**config.mk**
```make
export PLATFORM = sky130hd
export DESIGN_NAME = cameralink_grab
export DESIGN_NICKNAME = d
export VERILOG_FILES = /design/src/rtl/cameralink_grab.sv
export SDC_FILE = /design/constraint.sdc
export NUM_CORES = 1
export LEC_CHECK = 0
export ABC_CLOCK_PERIOD_IN_PS = 7450
export CAP_MARGIN = 10
export CORE_ASPECT_RATIO = 0.6
export CORE_MARGIN = 8
export CORE_UTILIZATION = 34
export DETAILED_ROUTE_END_ITERATION = 10
export HOLD_SLACK_MARGIN = 0.03
export SLEW_MARGIN = 20
export SYNTH_ARGS = -nofsm -noshare
export SYNTH_HDL_FRONTEND = slang
export SYNTH_SLANG_ARGS = --single-unit
```
**constraint.sdc**
```tcl
create_clock -name CLOCK -period 7.45 [get_ports CLOCK]
set_input_delay 0.745 -clock CLOCK [delete_from_list [all_inputs] [get_ports CLOCK]]
set_output_delay 0.745 -clock CLOCK [all_outputs]
set_load 0.03 [all_outputs]
```
**src/rtl/cameralink_grab.sv**
```systemverilog
// cameralink_grab: CameraLink capture stage. Arms on command, aligns to a
// whole frame, pushes tagged pixels {sol, sof, rgb} into a small FIFO and
// reports line/width counts, frame completion and overflow.
// Optional checksum: define CAMERALINK_GRAB_CHECKSUM_EN to enable frame_sum.
module cameralink_grab #(
  parameter int unsigned FIFO_AW = 4,
  parameter int unsigned CNT_W   = 12
) (
  input  logic             CLOCK,
  input  logic             RESET_n,
  input  logic             VCE,
  input  logic             LVV,
  input  logic             FVV,
  input  logic [7:0]       red,
  input  logic [7:0]       green,
  input  logic [7:0]       blue,
  output logic             cam_enable,
  output logic             cam_request,
  input  logic             enable,
  input  logic             arm,
  output logic             busy,
  output logic             pix_valid,
  input  logic             pix_ready,
  output logic [23:0]      pix_data,
  output logic             pix_sof,
  output logic             pix_sol,
  output logic             frame_done,
  output logic [CNT_W-1:0] line_count,
  output logic [CNT_W-1:0] line_width,
  output logic             overflow,
  output logic [15:0]      frame_sum
);

  localparam int unsigned DEPTH   = 1 << FIFO_AW;
  localparam int unsigned ENTRY_W = 26;
  localparam int unsigned CW      = FIFO_AW + 1;

  typedef enum logic [1:0] {
    ST_IDLE    = 2'd0,
    ST_SYNC    = 2'd1,
    ST_ARMED   = 2'd2,
    ST_CAPTURE = 2'd3
  } state_t;

  state_t             state_q, state_d;
  logic               cam_enable_q, cam_enable_d;
  logic               frame_done_q, frame_done_d;
  logic [CNT_W-1:0]   line_count_q, line_count_d;
  logic [CNT_W-1:0]   line_width_q, line_width_d;
  logic [CNT_W-1:0]   pix_cnt_q, pix_cnt_d;
  logic               overflow_q, overflow_d;
  logic               lvv_q, lvv_d;
  logic               sof_pend_q, sof_pend_d;
  logic               sol_pend_q, sol_pend_d;
  logic [FIFO_AW-1:0] wr_ptr_q, wr_ptr_d;
  logic [FIFO_AW-1:0] rd_ptr_q, rd_ptr_d;
  logic [CW-1:0]      count_q, count_d;
  logic [ENTRY_W-1:0] mem_q [DEPTH];

  logic               wr_en_c;
  logic               rd_en_c;
  logic               full_c;
  logic               cap_cyc_c;
  logic               pix_in_c;
  logic               lvv_rise_c;
  logic               lvv_fall_c;
  logic               sol_now_c;
  logic [ENTRY_W-1:0] wr_entry_c;
  logic [ENTRY_W-1:0] head_c;

`ifdef CAMERALINK_GRAB_CHECKSUM_EN
  logic [15:0]        sum_q, sum_d;
  logic [15:0]        frame_sum_q, frame_sum_d;
`endif

  // Next-state, counters, FIFO control and checksum
  always_comb begin
    state_d      = state_q;
    cam_enable_d = enable;
    frame_done_d = 1'b0;
    line_count_d = line_count_q;
    line_width_d = line_width_q;
    pix_cnt_d    = pix_cnt_q;
    overflow_d   = overflow_q;
    lvv_d        = LVV;
    sof_pend_d   = sof_pend_q;
    sol_pend_d   = sol_pend_q;
    wr_ptr_d     = wr_ptr_q;
    rd_ptr_d     = rd_ptr_q;
    count_d      = count_q;
    wr_en_c      = 1'b0;
    wr_entry_c   = '0;
`ifdef CAMERALINK_GRAB_CHECKSUM_EN
    sum_d        = sum_q;
    frame_sum_d  = frame_sum_q;
`endif

    lvv_rise_c = LVV & ~lvv_q;
    lvv_fall_c = ~LVV & lvv_q;
    // The ARMED cycle that sees FVV rise is handled as the first capture cycle.
    cap_cyc_c  = (state_q == ST_CAPTURE) | ((state_q == ST_ARMED) & FVV);
    pix_in_c   = cap_cyc_c & FVV & LVV & VCE;
    full_c     = (count_q == CW'(DEPTH));
    rd_en_c    = (count_q != '0) & pix_ready;
    sol_now_c  = sol_pend_q | (cap_cyc_c & FVV & lvv_rise_c);

    // Line and per-line pixel counters, both saturating
    if (cap_cyc_c & FVV) begin
      if (lvv_rise_c) begin
        if (line_count_q != {CNT_W{1'b1}}) line_count_d = line_count_q + CNT_W'(1);
        pix_cnt_d = VCE ? CNT_W'(1) : '0;
      end else if (LVV & VCE & (pix_cnt_q != {CNT_W{1'b1}})) begin
        pix_cnt_d = pix_cnt_q + CNT_W'(1);
      end
      if (lvv_fall_c) line_width_d = pix_cnt_q;
    end

    // Pixel tagging and FIFO write; a full FIFO drops the pixel
    sol_pend_d = sol_now_c;
    if (pix_in_c) begin
      sol_pend_d = 1'b0;
      if (!full_c) begin
        wr_en_c    = 1'b1;
        wr_entry_c = {sol_now_c, sof_pend_q, blue, green, red};
        wr_ptr_d   = wr_ptr_q + FIFO_AW'(1);
        sof_pend_d = 1'b0;
`ifdef CAMERALINK_GRAB_CHECKSUM_EN
        sum_d      = sum_q + 16'(red) + 16'(green) + 16'(blue);
`endif
      end else begin
        overflow_d = 1'b1;
      end
    end

    if (rd_en_c) rd_ptr_d = rd_ptr_q + FIFO_AW'(1);

    case ({wr_en_c, rd_en_c})
      2'b10:   count_d = count_q + CW'(1);
      2'b01:   count_d = count_q - CW'(1);
      default: count_d = count_q;
    endcase

    // Frame FSM
    case (state_q)
      ST_IDLE: begin
        if (arm) begin
          state_d      = ST_SYNC;
          overflow_d   = 1'b0;
          line_count_d = '0;
          line_width_d = '0;
          pix_cnt_d    = '0;
          sof_pend_d   = 1'b1;
          sol_pend_d   = 1'b0;
`ifdef CAMERALINK_GRAB_CHECKSUM_EN
          sum_d        = '0;
`endif
        end
      end
      ST_SYNC: begin
        if (!FVV) state_d = ST_ARMED;
      end
      ST_ARMED: begin
        if (FVV) state_d = ST_CAPTURE;
      end
      ST_CAPTURE: begin
        if (!FVV) begin
          state_d      = ST_IDLE;
          frame_done_d = 1'b1;
`ifdef CAMERALINK_GRAB_CHECKSUM_EN
          frame_sum_d  = sum_q;
`endif
        end
      end
      default: state_d = ST_IDLE;
    endcase
  end

  // Control and status registers with synchronous reset
  always_ff @(posedge CLOCK) begin
    if (!RESET_n) begin
      state_q      <= ST_IDLE;
      cam_enable_q <= 1'b0;
      frame_done_q <= 1'b0;
      line_count_q <= '0;
      line_width_q <= '0;
      pix_cnt_q    <= '0;
      overflow_q   <= 1'b0;
      lvv_q        <= 1'b0;
      sof_pend_q   <= 1'b0;
      sol_pend_q   <= 1'b0;
      wr_ptr_q     <= '0;
      rd_ptr_q     <= '0;
      count_q      <= '0;
`ifdef CAMERALINK_GRAB_CHECKSUM_EN
      sum_q        <= '0;
      frame_sum_q  <= '0;
`endif
    end else begin
      state_q      <= state_d;
      cam_enable_q <= cam_enable_d;
      frame_done_q <= frame_done_d;
      line_count_q <= line_count_d;
      line_width_q <= line_width_d;
      pix_cnt_q    <= pix_cnt_d;
      overflow_q   <= overflow_d;
      lvv_q        <= lvv_d;
      sof_pend_q   <= sof_pend_d;
      sol_pend_q   <= sol_pend_d;
      wr_ptr_q     <= wr_ptr_d;
      rd_ptr_q     <= rd_ptr_d;
      count_q      <= count_d;
`ifdef CAMERALINK_GRAB_CHECKSUM_EN
      sum_q        <= sum_d;
      frame_sum_q  <= frame_sum_d;
`endif
    end
  end

  // FIFO storage; contents are qualified by count, so no reset needed
  always_ff @(posedge CLOCK) begin
    if (wr_en_c) mem_q[wr_ptr_q] <= wr_entry_c;
  end

  assign head_c      = mem_q[rd_ptr_q];
  assign pix_valid   = (count_q != '0);
  assign pix_data    = pix_valid ? head_c[23:0] : '0;
  assign pix_sof     = pix_valid & head_c[24];
  assign pix_sol     = pix_valid & head_c[25];
  assign busy        = (state_q != ST_IDLE);
  assign cam_request = (state_q == ST_ARMED);
  assign cam_enable  = cam_enable_q;
  assign frame_done  = frame_done_q;
  assign line_count  = line_count_q;
  assign line_width  = line_width_q;
  assign overflow    = overflow_q;
`ifdef CAMERALINK_GRAB_CHECKSUM_EN
  assign frame_sum   = frame_sum_q;
`else
  assign frame_sum   = 16'h0000;
`endif

endmodule

```
==> results.sh <==
export IMPL_std_cell_rows=67
export IMPL_synth_edf_count=416
export IMPL_cts_hold_buf=0
export IMPL_required_ns=6.70
export IMPL_r2r_setup_slack_ns=3.41
export IMPL_ctsRootBufferMaster="clkbuf_16"
export IMPL_drt_iter0_drc=988
export IMPL_min_to="line_width[8]"
export IMPL_end_kind="output port"
export IMPL_dp_hpwl_um=24000
export IMPL_numPortBuffers=87
export IMPL_initial_core_util_pct=34.3
export IMPL_final_hold_violation_count=0
export IMPL_clock_sinks=477
export IMPL_clk_latency_ns=0.57
export IMPL_tritoncts="done"
export IMPL_drive_gt1_share_pct=17.5
export IMPL_area_growth_pct=16.4
export IMPL_avgSynthCellArea_sq_um=18.5
export IMPL_io_pins=104
export IMPL_post_route_util_pct=39.9
export IMPL_fin_crit_sh_pct=61.8
export IMPL_grt_pass1_vias=9693
export IMPL_num_antenna_cells=0
export IMPL_rsz0062_at_grt="no"
export IMPL_layout_min_cycle_time_ns=4.60
export IMPL_placed_cell_area_sq_um=20700
export IMPL_worst_pin_slew_ns=1.10
export IMPL_clk_pin_slew_ns=0.06
export IMPL_numCtsBuffers=45
export IMPL_grt_usage_pct=12.9
export IMPL_die_area_sq_um=64000
export IMPL_r2r_cells=12
export IMPL_drc=0
export IMPL_slew_viol_final=0
export IMPL_cts_resized=0
export IMPL_worstPathArrival_ns=3.86
export IMPL_h_tree_depth=2
export IMPL_core_sq_um=55500
export IMPL_power_density_nw_per_um2=250
export IMPL_seq_area_frac_synth_pct=72.1
export IMPL_wl_um=42000
export IMPL_grt_pass1_wl_um=62900
export IMPL_synth_area_sq_um=19000
export IMPL_grt_overflow=0
export IMPL_synth_area_top_cells="edfxtp_1 66%, mux4_2 12%, dfxtp_1 6.4%"
export IMPL_rr_endpoint="count_q[2]"
export IMPL_r2r_start="state_q[0]"
export IMPL_status="completed"
export IMPL_yosysTopAreaCell="edfxtp_1"
export IMPL_slew_headroom_pct=26.4
export IMPL_synth_cell_types=54
export IMPL_stdcell_area_sq_um=22100
export IMPL_holdWs_ns=0.497
export IMPL_routabilityCongestion=0.770
export IMPL_min_path_type="reg -> reg"
export IMPL_min_from="line_width[8]"
export IMPL_ys_flop_type="edfxtp_1"
export IMPL_clk_path_buf_depth=3
export IMPL_yosysWarnings=0
export IMPL_post_cts_buffers=0
export IMPL_async_flop_share_pct=0
export IMPL_drtAntennaViolNets=0
export IMPL_antenna_found_initial=0
export IMPL_firstDrtPassIters=5
export IMPL_setup_violations=0
export IMPL_finalSetupTns_ns=0
export IMPL_die_x_um=321
export IMPL_vias=9602
export IMPL_die_y_um=199
export IMPL_grt_max_degree=55
export IMPL_fmax_ghz=0.217
export IMPL_path_class="reg -> out"
export IMPL_min_path_cells=2
export IMPL_final_nets=1161
export IMPL_ir_drop_uv=133
export IMPL_max_cap_violations=0
export IMPL_via_per_inst=5.03
export IMPL_syn_inst=1029
export IMPL_p_leak_nw=7.44
export IMPL_post_drt_wl_per_cell_um=22.0
export IMPL_startpoint_type="register"
export IMPL_synth_top_area_share_pct=65.7
export IMPL_ys_seq_elements=477
export IMPL_fin_worst_skew_ns=0.0185
export IMPL_cp_max_fo=41
## Yosys cell counts (2+ instances only)
library cell  instances
o21a_1                2
a22oi_1               2
buf_4                17
xor2_1                8
mux4_2              104
buf_1                 7
nor2_1               38
dfxtp_1              61
inv_1                15
buf_2                18
o31ai_1              12
or4_1                11
and2_1               31
edfxtp_1            416
a211oi_1              3
o311ai_0              2
and4_1                8
nor3_1                9
nand3_1              13
nand3b_1              2
xnor2_1               2
and3_1                7
a41oi_1               3
a21o_1                2
nand2_1              22
nor3b_1               4
or2_2                 2
o22ai_1              27
nand2b_1              2
mux2i_1              70
or3_1                 8
a21oi_1              21
clkbuf_1             29
o21ai_0              10
nor4_1                2
ha_1                 14
nand4_1               4
o211ai_1              2
a31oi_1               4
## critical path: stages, from the launching register on
cell,delay [ns]
dfxtp_4,0.92
buf_4,0.69
mux4_2,0.59
mux2i_1,0.22
o22ai_1,0.20
clkdlybuf4s50_1,0.67
## worst max path at each step
stage | startpoint | cells after the start | to | slack, ns
after floorplan | state_q[0] | 6 | mem_q[4][0] | 3.30
after global placement | FVV | 11 | count_q[2] | 2.89
after CTS | register | 5 | pix_data[21] | 2.65
after detailed placement | LVV | 6 | mem_q[6][15] | 2.70
final | register | 5 | pix_data[21] | 2.85
after global routing | register | 5 | pix_data[3] | 2.55
## cell usage in the layout (no fill, tap or decap), drive strengths merged, types with 4 or more instances in the layout
cell,synthesis,final
nand3,13,13
clkbuf,29,56
a31oi,4,4
or4,11,11
and2,31,31
nand4,4,4
bufinv,0,4
o22ai,27,27
inv,15,17
a21oi,21,21
mux2i,70,70
or3,8,8
and3,7,7
and4,8,8
ha,14,14
nand2,22,22
o21ai,12,12
dfxtp,61,61
mux4,104,104
conb,1,16
edfxtp,416,416
clkdlybuf4s50,0,87
nor3,9,9
nor2,38,38
clkinv,0,17
o31ai,12,12
xor2,8,8
nor3b,4,4
buf,43,9
## where the power goes
part           internal [mW]  switching (mW)  total, mW
clock network           1.29           0.994       2.28
logic                  0.119           0.197      0.316
registers               2.90          0.0253       2.93
## metrics by stage
stage	setup slack, ns	power, mW	std cells
final	2.85	5.52	1908
after global routing	2.55	5.71	1908
after CTS	2.65	5.58	1908
after detailed placement	2.70	3.30	1827
after global placement	2.89	3.30	1827
after floorplan	3.30	3.20	1044
## per-layer routing
layer  vias up  track usage, %  part of all wire, %
met5         -               0                    0
met4         0            3.12                  1.8
met3        59            2.34                  4.7
met2       234            19.1                   44
met1      4999            19.6                   49
li1       4310               -                    -
## kinds of logic after synthesis
kind of cell	after synthesis	synth area share (%)
AO/OA/AOI/OAI	101	3.50
XOR/XNOR	10	0.461
adder cells (fa/ha/maj)	14	0.922
buffers and inverters	87	2.21
flip-flops	477	72.1
multiplexers	174	16.0
other	1	0.0197
AND/OR/NAND/NOR	165	4.74
## final cells by class
type | count | area (sq um)
clock buffers | 56 | 1200
multi-input cells | 480 | 5000
inverters | 15 | 56.3
flip-flops and latches | 477 | 13700
clock inverters | 25 | 253
well taps | 759 | 950
fillers | 4975 | 33400
repair buffers | 96 | 942
## flip-flops by register name, indices dropped and copies added, names as in the netlist, named ones only
signal	cells
cam_enable	1
count_q	5
frame_done	1
line_count	12
line_width	12
lvv_q	1
mem_q	416
overflow	1
pix_cnt_q	12
rd_ptr_q	4
sof_pend_q	1
sol_pend_q	1
state_q	2
wr_ptr_q	4
(Power assumes the default switching activity.)
